[src/rtl/fft_pkg.sv]
// Shared types and limits for the FFT result reader.
package fft_pkg;

  typedef enum logic [2:0] {
    StIdle,
    StFetch,
    StWait,
    StEmit0,
    StEmit1
  } fft_rd_state_e;

  localparam int unsigned DefaultDataW = 32;
  localparam int unsigned DefaultAddrW = 9;
  localparam int unsigned DefaultNHalf = 512;
  localparam int unsigned ReadLatMin   = 1;
  localparam int unsigned ReadLatMax   = 3;
  localparam int unsigned LatCntW      = 2;

  function automatic int unsigned idx_width(input int unsigned n);
    return (n > 1) ? $clog2(n) : 1;
  endfunction

  function automatic int unsigned clamp_read_lat(input int unsigned lat);
    if (lat < ReadLatMin) return ReadLatMin;
    if (lat > ReadLatMax) return ReadLatMax;
    return lat;
  endfunction

endpackage

[src/rtl/fft_result_reader_if.sv]
// Output sample stream between the result reader (master) and its consumer (slave).
interface fft_result_reader_if #(
  parameter int unsigned DATA_W = 32
);
  logic              m_valid_o;
  logic              m_ready_i;
  logic              m_last_o;
  logic [DATA_W-1:0] m_re_o;
  logic [DATA_W-1:0] m_im_o;

  modport master (output m_valid_o, m_last_o, m_re_o, m_im_o, input m_ready_i);
  modport slave  (input m_valid_o, m_last_o, m_re_o, m_im_o, output m_ready_i);
endinterface

[src/rtl/fft_addr_gen.sv]
// Maps the pair index onto a BRAM address.
// FFT_RESULT_READER_BITREV_EN selects bit-reversed order; natural order otherwise.
module fft_addr_gen #(
  parameter int unsigned IDX_W  = 9,
  parameter int unsigned ADDR_W = 9
) (
  input  logic [IDX_W-1:0]  idx_i,
  output logic [ADDR_W-1:0] addr_o
);

  logic [ADDR_W-1:0] w_nat;

  assign w_nat = ADDR_W'(idx_i);

`ifdef FFT_RESULT_READER_BITREV_EN
  logic [ADDR_W-1:0] w_rev;

  always_comb begin
    w_rev = '0;
    for (int unsigned i = 0; i < ADDR_W; i++) begin
      w_rev[i] = w_nat[ADDR_W-1-i];
    end
  end

  assign addr_o = w_rev;
`else
  assign addr_o = w_nat;
`endif

endmodule

[src/rtl/fft_result_reader.sv]
// Unloads a two-bank FFT result BRAM as an interleaved x0/x1 sample stream.
// Define FFT_RESULT_READER_BITREV_EN for bit-reversed read addressing.
module fft_result_reader
  import fft_pkg::*;
#(
  parameter int unsigned DATA_W   = DefaultDataW,
  parameter int unsigned ADDR_W   = DefaultAddrW,
  parameter int unsigned N_HALF   = DefaultNHalf,
  parameter int unsigned READ_LAT = 1
) (
  input  logic                clk,
  input  logic                rst,
  input  logic                start_i,
  input  logic                fft_ready_i,
  output logic [ADDR_W-1:0]   x0_addr_o,
  output logic [ADDR_W-1:0]   x1_addr_o,
  input  logic [DATA_W-1:0]   x0_re_i,
  input  logic [DATA_W-1:0]   x0_im_i,
  input  logic [DATA_W-1:0]   x1_re_i,
  input  logic [DATA_W-1:0]   x1_im_i,
  fft_result_reader_if.master m_if,
  output logic                busy_o,
  output logic                done_o,
  output logic                abort_o
);

  localparam int unsigned          IdxW    = idx_width(N_HALF);
  localparam logic [IdxW-1:0]      IdxLast = IdxW'(N_HALF - 1);
  localparam logic [LatCntW-1:0]   LatLast = LatCntW'(clamp_read_lat(READ_LAT) - 1);

  fft_rd_state_e       r_state, w_state_d;
  logic [IdxW-1:0]     r_idx, w_idx_d;
  logic [LatCntW-1:0]  r_lat, w_lat_d;
  logic [DATA_W-1:0]   r_x0_re, r_x0_im, r_x1_re, r_x1_im;
  logic                r_done, w_done_d;
  logic                r_abort, w_abort_d;
  logic                w_capture;
  logic                w_hs;
  logic [ADDR_W-1:0]   w_addr;

  fft_addr_gen #(
    .IDX_W  (IdxW),
    .ADDR_W (ADDR_W)
  ) u_addr_gen (
    .idx_i  (r_idx),
    .addr_o (w_addr)
  );

  assign w_hs = m_if.m_valid_o && m_if.m_ready_i;

  always_comb begin
    w_state_d = r_state;
    w_idx_d   = r_idx;
    w_lat_d   = r_lat;
    w_capture = 1'b0;
    w_done_d  = 1'b0;
    w_abort_d = 1'b0;
    // Losing the result banks mid-transfer wins over any handshake this cycle.
    if (r_state != StIdle && !fft_ready_i) begin
      w_state_d = StIdle;
      w_idx_d   = '0;
      w_abort_d = 1'b1;
    end else begin
      unique case (r_state)
        StIdle: begin
          if (start_i && fft_ready_i) begin
            w_state_d = StFetch;
            w_idx_d   = '0;
          end
        end
        StFetch: begin
          w_lat_d   = '0;
          w_state_d = StWait;
        end
        StWait: begin
          if (r_lat == LatLast) begin
            w_capture = 1'b1;
            w_state_d = StEmit0;
          end else begin
            w_lat_d = r_lat + 1'b1;
          end
        end
        StEmit0: begin
          if (w_hs) w_state_d = StEmit1;
        end
        StEmit1: begin
          if (w_hs) begin
            if (r_idx == IdxLast) begin
              w_state_d = StIdle;
              w_idx_d   = '0;
              w_done_d  = 1'b1;
            end else begin
              w_idx_d   = r_idx + 1'b1;
              w_state_d = StFetch;
            end
          end
        end
        default: w_state_d = StIdle;
      endcase
    end
  end

  always_ff @(posedge clk) begin
    if (rst) begin
      r_state <= StIdle;
      r_idx   <= '0;
      r_lat   <= '0;
      r_x0_re <= '0;
      r_x0_im <= '0;
      r_x1_re <= '0;
      r_x1_im <= '0;
      r_done  <= 1'b0;
      r_abort <= 1'b0;
    end else begin
      r_state <= w_state_d;
      r_idx   <= w_idx_d;
      r_lat   <= w_lat_d;
      r_done  <= w_done_d;
      r_abort <= w_abort_d;
      if (w_capture) begin
        r_x0_re <= x0_re_i;
        r_x0_im <= x0_im_i;
        r_x1_re <= x1_re_i;
        r_x1_im <= x1_im_i;
      end
    end
  end

  assign x0_addr_o      = w_addr;
  assign x1_addr_o      = w_addr;
  assign m_if.m_valid_o = (r_state == StEmit0) || (r_state == StEmit1);
  assign m_if.m_re_o    = (r_state == StEmit1) ? r_x1_re : r_x0_re;
  assign m_if.m_im_o    = (r_state == StEmit1) ? r_x1_im : r_x0_im;
  assign m_if.m_last_o  = (r_state == StEmit1) && (r_idx == IdxLast);
  assign busy_o         = (r_state != StIdle);
  assign done_o         = r_done;
  assign abort_o        = r_abort;

endmodule

[src/flat_wrapper.sv]
// flat-port wrapper written by rule: the top's interface ports become plain ports
module fft_result_reader_flat import fft_pkg::*;
#(
  parameter int unsigned DATA_W   = DefaultDataW,
  parameter int unsigned ADDR_W   = DefaultAddrW,
  parameter int unsigned N_HALF   = DefaultNHalf,
  parameter int unsigned READ_LAT = 1
)
  (clk, rst, start_i, fft_ready_i, x0_addr_o, x1_addr_o, x0_re_i, x0_im_i, x1_re_i, x1_im_i, busy_o, done_o, abort_o, m_if_m_valid_o, m_if_m_last_o, m_if_m_re_o, m_if_m_im_o, m_if_m_ready_i);
  fft_result_reader_if #(.DATA_W(DATA_W)) m_if_i ();
  input  logic clk;
  input  logic rst;
  input  logic start_i;
  input  logic fft_ready_i;
  output logic [ADDR_W-1:0] x0_addr_o;
  output logic [ADDR_W-1:0] x1_addr_o;
  input  logic [DATA_W-1:0] x0_re_i;
  input  logic [DATA_W-1:0] x0_im_i;
  input  logic [DATA_W-1:0] x1_re_i;
  input  logic [DATA_W-1:0] x1_im_i;
  output logic busy_o;
  output logic done_o;
  output logic abort_o;
  output wire logic [$bits(m_if_i.m_valid_o)-1:0] m_if_m_valid_o;
  output wire logic [$bits(m_if_i.m_last_o)-1:0] m_if_m_last_o;
  output wire logic [$bits(m_if_i.m_re_o)-1:0] m_if_m_re_o;
  output wire logic [$bits(m_if_i.m_im_o)-1:0] m_if_m_im_o;
  input wire logic [$bits(m_if_i.m_ready_i)-1:0] m_if_m_ready_i;
  assign m_if_m_valid_o = m_if_i.m_valid_o;
  assign m_if_m_last_o = m_if_i.m_last_o;
  assign m_if_m_re_o = m_if_i.m_re_o;
  assign m_if_m_im_o = m_if_i.m_im_o;
  assign m_if_i.m_ready_i = m_if_m_ready_i;
  fft_result_reader #(.DATA_W(DATA_W), .ADDR_W(ADDR_W), .N_HALF(N_HALF), .READ_LAT(READ_LAT)) u_core (.clk(clk), .rst(rst), .start_i(start_i), .fft_ready_i(fft_ready_i), .x0_addr_o(x0_addr_o), .x1_addr_o(x1_addr_o), .x0_re_i(x0_re_i), .x0_im_i(x0_im_i), .x1_re_i(x1_re_i), .x1_im_i(x1_im_i), .m_if(m_if_i), .busy_o(busy_o), .done_o(done_o), .abort_o(abort_o));
endmodule
[config.mk]
export PLATFORM = sky130hd
export DESIGN_NAME = fft_result_reader_flat
export DESIGN_NICKNAME = d
export VERILOG_FILES = /design/src/rtl/fft_pkg.sv /design/src/rtl/fft_result_reader_if.sv /design/src/rtl/fft_addr_gen.sv /design/src/rtl/fft_result_reader.sv /design/src/flat_wrapper.sv
export SDC_FILE = /design/constraint.sdc
export NUM_CORES = 1
export LEC_CHECK = 0
export BUFFER_PORTS_ARGS = -buffer_cell sky130_fd_sc_hd__buf_2
export CORE_ASPECT_RATIO = 1.75
export CORE_MARGIN = 2
export CORE_UTILIZATION = 45
export CTS_CLUSTER_SIZE = 10
export DETAILED_ROUTE_END_ITERATION = 6
export PLACE_DENSITY = 0.77
export SLEW_MARGIN = 20
export SYNTH_ARGS = -nofsm -noshare
export SYNTH_HDL_FRONTEND = slang
export SYNTH_SLANG_ARGS = --single-unit
export TNS_END_PERCENT = 10
[constraint.sdc]
create_clock -name clk -period 2.1 [get_ports clk]
set_input_delay 0.21 -clock clk [delete_from_list [all_inputs] [get_ports clk]]
set_output_delay 0.21 -clock clk [all_outputs]
set_load 0.02 [all_outputs]
## Word-level counts from Yosys, hierarchy flattened

Cells that the tools add are included.

- Add/subtract/negate cells: 2
- $mul: 0
- Div/mod/pow operators: 0
- $lt $le $gt $ge: 0
- Equality and inequality tests: 10
- Shifts and indexed selects: 0
- Muxes and demuxes: 19
- Bitwise logic cells: 3
- Reduce and logical (&&, ||, !) cells: 16

Operators by type and width:

| operator | number |
|---|---|
| two-way mux 32 bit | 2 |
| two-way mux 9 bit | 3 |
| one-hot mux 9 bit (2 select lines) | 1 |
| one-hot mux 3 bit (5 select lines) | 1 |
| two-way mux 3 bit | 4 |
| adder 9 x 1 -> 9 bit (second input constant) | 1 |
| equality test 9 bit (second input constant) | 1 |
| inequality test 2 x 1 -> 1 bit (second input constant) | 4 |
| equality test 3 x 2 -> 1 bit (second input constant) | 2 |
| two-way mux 1 bit | 6 |
| AND reduction 3 bit | 2 |
| logical AND 1 bit | 4 |
| one-hot mux 2 bit (2 select lines) | 1 |
| AND reduction 4 bit | 1 |
| nonzero test 2 bit | 2 |
| OR reduction 4 bit | 1 |
| equality test 3 x 1 -> 1 bit (second input constant) | 1 |
| equality test 3 bit (second input constant) | 1 |
| logical NOT 3 bit | 1 |
| NOT 1 bit | 3 |
| nonzero test 3 bit | 1 |
| adder 2 x 1 -> 2 bit (second input constant) | 1 |
| logical NOT 2 bit | 1 |
| two-way mux 2 bit | 1 |
| 4 further kinds | 4 |

- Register bits: 144
- Latch bits: 0
- Bits in writable memories: 0
- Memory bits (read-only): 0
- Input port bits: 133
- Output and inout bits: 87
- Word-level logic and storage cells: 59
- Memories: 0

## Depth between registers and ports, before layout

- Word-level depth: 5
- Depth in mapped cells: 8
- Mapped depth without buffers: 8

## By module

Synthesis repeated with hierarchy kept, for this count alone.

- Cells, all modules: 893
- Area total of the unflattened synthesis: 6,132.1 µm²

Modules (own cells, without submodules):

| module | times used | cells an instance | area an instance (µm²) | sequential area each (µm²) |
|---|---|---|---|---|
| fft_result_reader | 1 | 884 | 6,064.6 | 2,882.8 |
| fft_addr_gen | 1 | 9 | 67.6 | 0.0 |

## Worst setup path before layout

Ideal clock, no wire load.

- Path type: register -> register
- Start point: register u_core.r_idx[0]
- End point: register u_core.r_idx[5]
- Setup time: 0.091 ns
- Arrival time: 1.982 ns
- Data required time: 2.009 ns
- Path slack: 0.027 ns
- Cell stages (with the launch flop): 9
- Buffers on the path: 0
- Period minus slack after synthesis: 2.073 ns
- Path through: dfxtp_1 ha_1 nand3_1 nor2_1 ha_1 or4b_4 nor3_4 a31oi_1 a311oi_1

- Longest elaborated chain between the ends: 4
- Elaborated cells between the ends (all ways): 5
- Those cells by class: add/sub: 1; eq/ne: 1; mux: 3

Ends and longest elaborated chain:

| what | RTL line | text |
|---|---|---|
| start, declared | fft_result_reader.sv:32 | `logic [IdxW-1:0] r_idx, w_idx_d;` |
| start signal, assigned | fft_result_reader.sv:116 | `r_idx <= w_idx_d;` |
| adder 9 x 1 -> 9 bit or equality test 9 bit (tied branches) | fft_result_reader.sv:93, fft_result_reader.sv:88 |  |
| two-way mux 9 bit * | fft_result_reader.sv:88 | `if (r_idx == IdxLast) begin` |
| two-way mux 9 bit * | fft_result_reader.sv:87 | `if (w_hs) begin` |
| one-hot mux 9 bit (2 select lines) * | fft_result_reader.sv:64 | `unique case (r_state)` |

Mark *: on every way between the ends. The rest lies on a longest branch, timed or not. The select of a mux whose other input is x is not followed.
A chain may end at the register's enable or synchronous reset.

## Worst setup path after layout

- Start point: register u_core.r_state[1]
- End point: output port m_if_m_re_o[5]

- Longest elaborated chain between the ends: 2

Ends and longest elaborated chain:

| what | RTL line | text |
|---|---|---|
| start, declared | fft_result_reader.sv:31 | `fft_rd_state_e r_state, w_state_d;` |
| start signal, assigned | fft_result_reader.sv:105 | `r_state <= StIdle;` |
| start signal, assigned | fft_result_reader.sv:115 | `r_state <= w_state_d;` |
| equality test 3 bit | fft_result_reader.sv:132 | `assign m_if.m_re_o = (r_state == StEmit1) ? r_x1_re : r_x0_re;` |
| two-way mux 32 bit | fft_result_reader.sv:132 |  |
| end, declared | flat_wrapper.sv:26 | `output wire logic [$bits(m_if_i.m_re_o)-1:0] m_if_m_re_o;` |

Every way passes these cells.

==> impl_metrics.yaml <==
place:
  dp_hpwl_um: 10710
  port_buffers: 219
  pre_cts_ws_ps: 65.12
  gp_congestion: 0.8672
final_layout:
  regArea_um2: 2889
  num-fill-cells: 1238
  postLayoutCoreUtil: 0.6015
  drive_gt1_frac: 0.3678
  multi_input_area_um2: 2868
  nets: 1073
  area_delta_synth_final_pct: 32.09
critical_path:
  critPathKind: "register to primary output"
  endpoint: "m_if_m_re_o[5]"
  required_ps: 1890
  critPathMaxStageDelay_ps: 360
  r2r_start: "u_core.r_idx[0]"
  cp_max_fo: 24
  cp-start-kind: "register"
  crit_start: "u_core.r_state[1]"
  rr_worst_depth: 8
  cp_slowest_cell: "mux2_2"
  end_kind: "primary output"
  r2r_slack_ps: 120
  worstPathCellList: "nor3b_4 > buf_12 > buf_16 > mux2_2 > buf_2"
  r2r_end: "u_core.r_idx[5]"
  worst_ep_arrival_time_ps: 1830
clock_tree:
  hold_buffers: 0
  clkTransAtPathRegs_ps: 70
  cts_tree: "done"
  cts-root-buf: "clkbuf_16"
  h-tree-depth: 4
  clockBufferDepth: 2
  clock_latency_ps: 410
  cts.sinks: 144
  cts_buffers: 17
synth:
  synth.area.top_cells: "dfxtp_1, nand2_1, mux2_2, a21oi_1, buf_2"
  postSynthCellCount: 740
  syn_area_um2: 6062
  synth_compound_area_frac: 0.1337
  synth-xor-area-share: 0
  ys_warn_count: 0
  synth_fa_ha_area_frac: 0.006192
  synth_top_area_frac: 0.4755
  ys_ff_latch: 144
  synth_area_leader_cell: "dfxtp_1"
  async_reset_ff_frac: 0
  syn_area_per_cell_um2: 8.192
  yosysSeqAreaShare: 0.4755
  synth_enable_flop_cells: 0
  yosys-top-cells-count: "nand2_1, dfxtp_1, a21oi_1"
  post-synth-top-count-cell: "nand2_1"
  synthMuxAreaShare: 0.1205
  yosys_most_used_dff: "dfxtp_1"
  syn_nets: 876
  synth-simple-area-share: 0.2078
  synth_top_family_by_area: "simple AND/OR/NAND/NOR gates"
  synth_cell_types: 41
global_route:
  antenna_found_initial: 4
  grt_pass1_vias: 5321
  grt_use_total: 0.2097
  grt.overflow.total: 0
  grt_pass1_wl_um: 24520
  grt_start_max_net_pins: 77
die:
  die-height_um: 157.5
  io_pins: 220
  std_cell_rows: 56
  die_area_um2: 14450
  die_w_um: 91.74
  core-area_um2: 13310
  initial_core_util: 0.4554
route:
  drtPass1Iterations: 6
  vias: 5671
  vias_per_cell: 5.041
  routed_wl_um: 15800
  wire_per_inst_um: 14.05
  drtAntennaViolNets: 0
  drc_errors: 0
  drt_iter0_markers: 242
hold_path:
  hold_path_depth: 3
  hold_class: "input pin to register"
timing:
  min_period_ps: 2042
  relSlewSlack: 0.6546
  finalHoldViolCount: 0
  finalCritPeriodShare: 0.9723
  drv_slew: 0
  fin_worst_skew_ps: 9.064
  max_freq_mhz: 489.8
  worst_pin_slew_ps: 513.6
  setup_viol: 0
  worst_slack_ps: 58.25
pwr:
  p_total_mw: 6.602
  power_density_nw_per_um2: 824.4
  vdd_drop_max_mv: 0.5359
  p_leak_nw: 3.398
run:
  maxCapViolations: 0
status:
  status: "finished clean"
==> stage by stage <==
step                      instance area (um^2)  TNS, ps  hold WS, ps  cells
final                                     8008        0        35.55   1125
after CTS                                 7979        0        18.07   1123
after global routing                      8005   -9.919        20.04   1124
after global placement                    7336        0        438.1   1090
after floorplan                           6062        0        289.3    740
after detailed placement                  7336        0        445.0   1090
==> routing by layer <==
| metal | GRT usage | vias to the layer above | share of wire |
|---|---|---|---|
| li1 | - | 2849 | - |
| met1 | 0.2290 | 2603 | 0.39 |
| met2 | 0.3725 | 167 | 0.52 |
| met3 | 0.04883 | 48 | 0.047 |
| met4 | 0.1137 | 4 | 0.042 |
| met5 | 0 | - | 0.0015 |
==> cells in the final DEF, fill, tap and decap left out, drive strengths merged, types with 2 or more instances in the layout <==
cell type	count
a21oi	134
a22oi	2
a311oi	2
a31oi	2
and2	2
buf	242
bufinv	4
clkbuf	19
clkinv	2
clkinvlp	3
dfxtp	144
diode	2
ha	3
inv	8
mux2	64
nand2	265
nand3	4
nand4	2
nand4b	2
nor2	14
nor3	3
nor3b	2
o21ai	6
o21bai	2
or3	2
==> cell families after synthesis <==
family / Yosys count
compound gates: 154
fa+ha+maj: 3
buf+inv: 69
flops: 144
mux: 65
simple gates: 305
==> worst min path at each step <==
stage | end | start
finish | u_core.r_x0_re[23] | x0_re_i[23]
global route | u_core.r_x1_im[25] | x1_im_i[25]
CTS | u_core.r_x0_im[1] | x0_im_i[1]
detailed placement | u_core.r_x0_re[21] | u_core.r_x0_re[21]
global placement | u_core.r_x1_im[21] | u_core.r_x1_im[21]
floorplan | u_core.abort_o | fft_ready_i
==> flip-flops by register name, indices dropped and copies added (netlist names) <==
| signal | cells |
|---|---|
| u_core.r_x0_im | 32 |
| u_core.r_state | 3 |
| u_core.r_x1_im | 32 |
| u_core.r_lat | 2 |
| u_core.r_x1_re | 32 |
| u_core.r_x0_re | 32 |
| u_core.r_idx | 9 |
| u_core.done_o | 1 |
| u_core.abort_o | 1 |
==> critical path, delay by kind of cell, from the launching register on <==
family | cells | cell delay [ps]
buffers and inverters | 3 | 500
muxes | 1 | 360
DFF | 1 | 340
and+or+nand+nor | 1 | 220
==> cell type report <==
cell class | instances | share of cell area
Tap cell | 174 | 0.02719
Antenna cell | 2 | 0.0006250
Inverter | 5 | 0.002344
Clock inverter | 12 | 0.02281
Multi-Input combinational cell | 527 | 0.3581
Sequential cell | 144 | 0.3608
Timing Repair Buffer | 242 | 0.1741
Clock buffer | 19 | 0.05406
==> what timing repair did <==
item / CTS / global route
pin swaps: 1 / 1
setup endpoints to repair: 43 / 39
setup buffers: 2 / 0
resized for setup: 4 / 8
==> power breakdown <==
group          total, mW  switching (mW)  leakage, nW  internal (mW)
combinational      0.579           0.335         1.94          0.245
sequential          2.85          0.0399         1.17           2.81
clock               3.17            1.17        0.290           1.99
total               6.60            1.55         3.40           5.05
No activity file was read; power rests on OpenSTA's default activity.
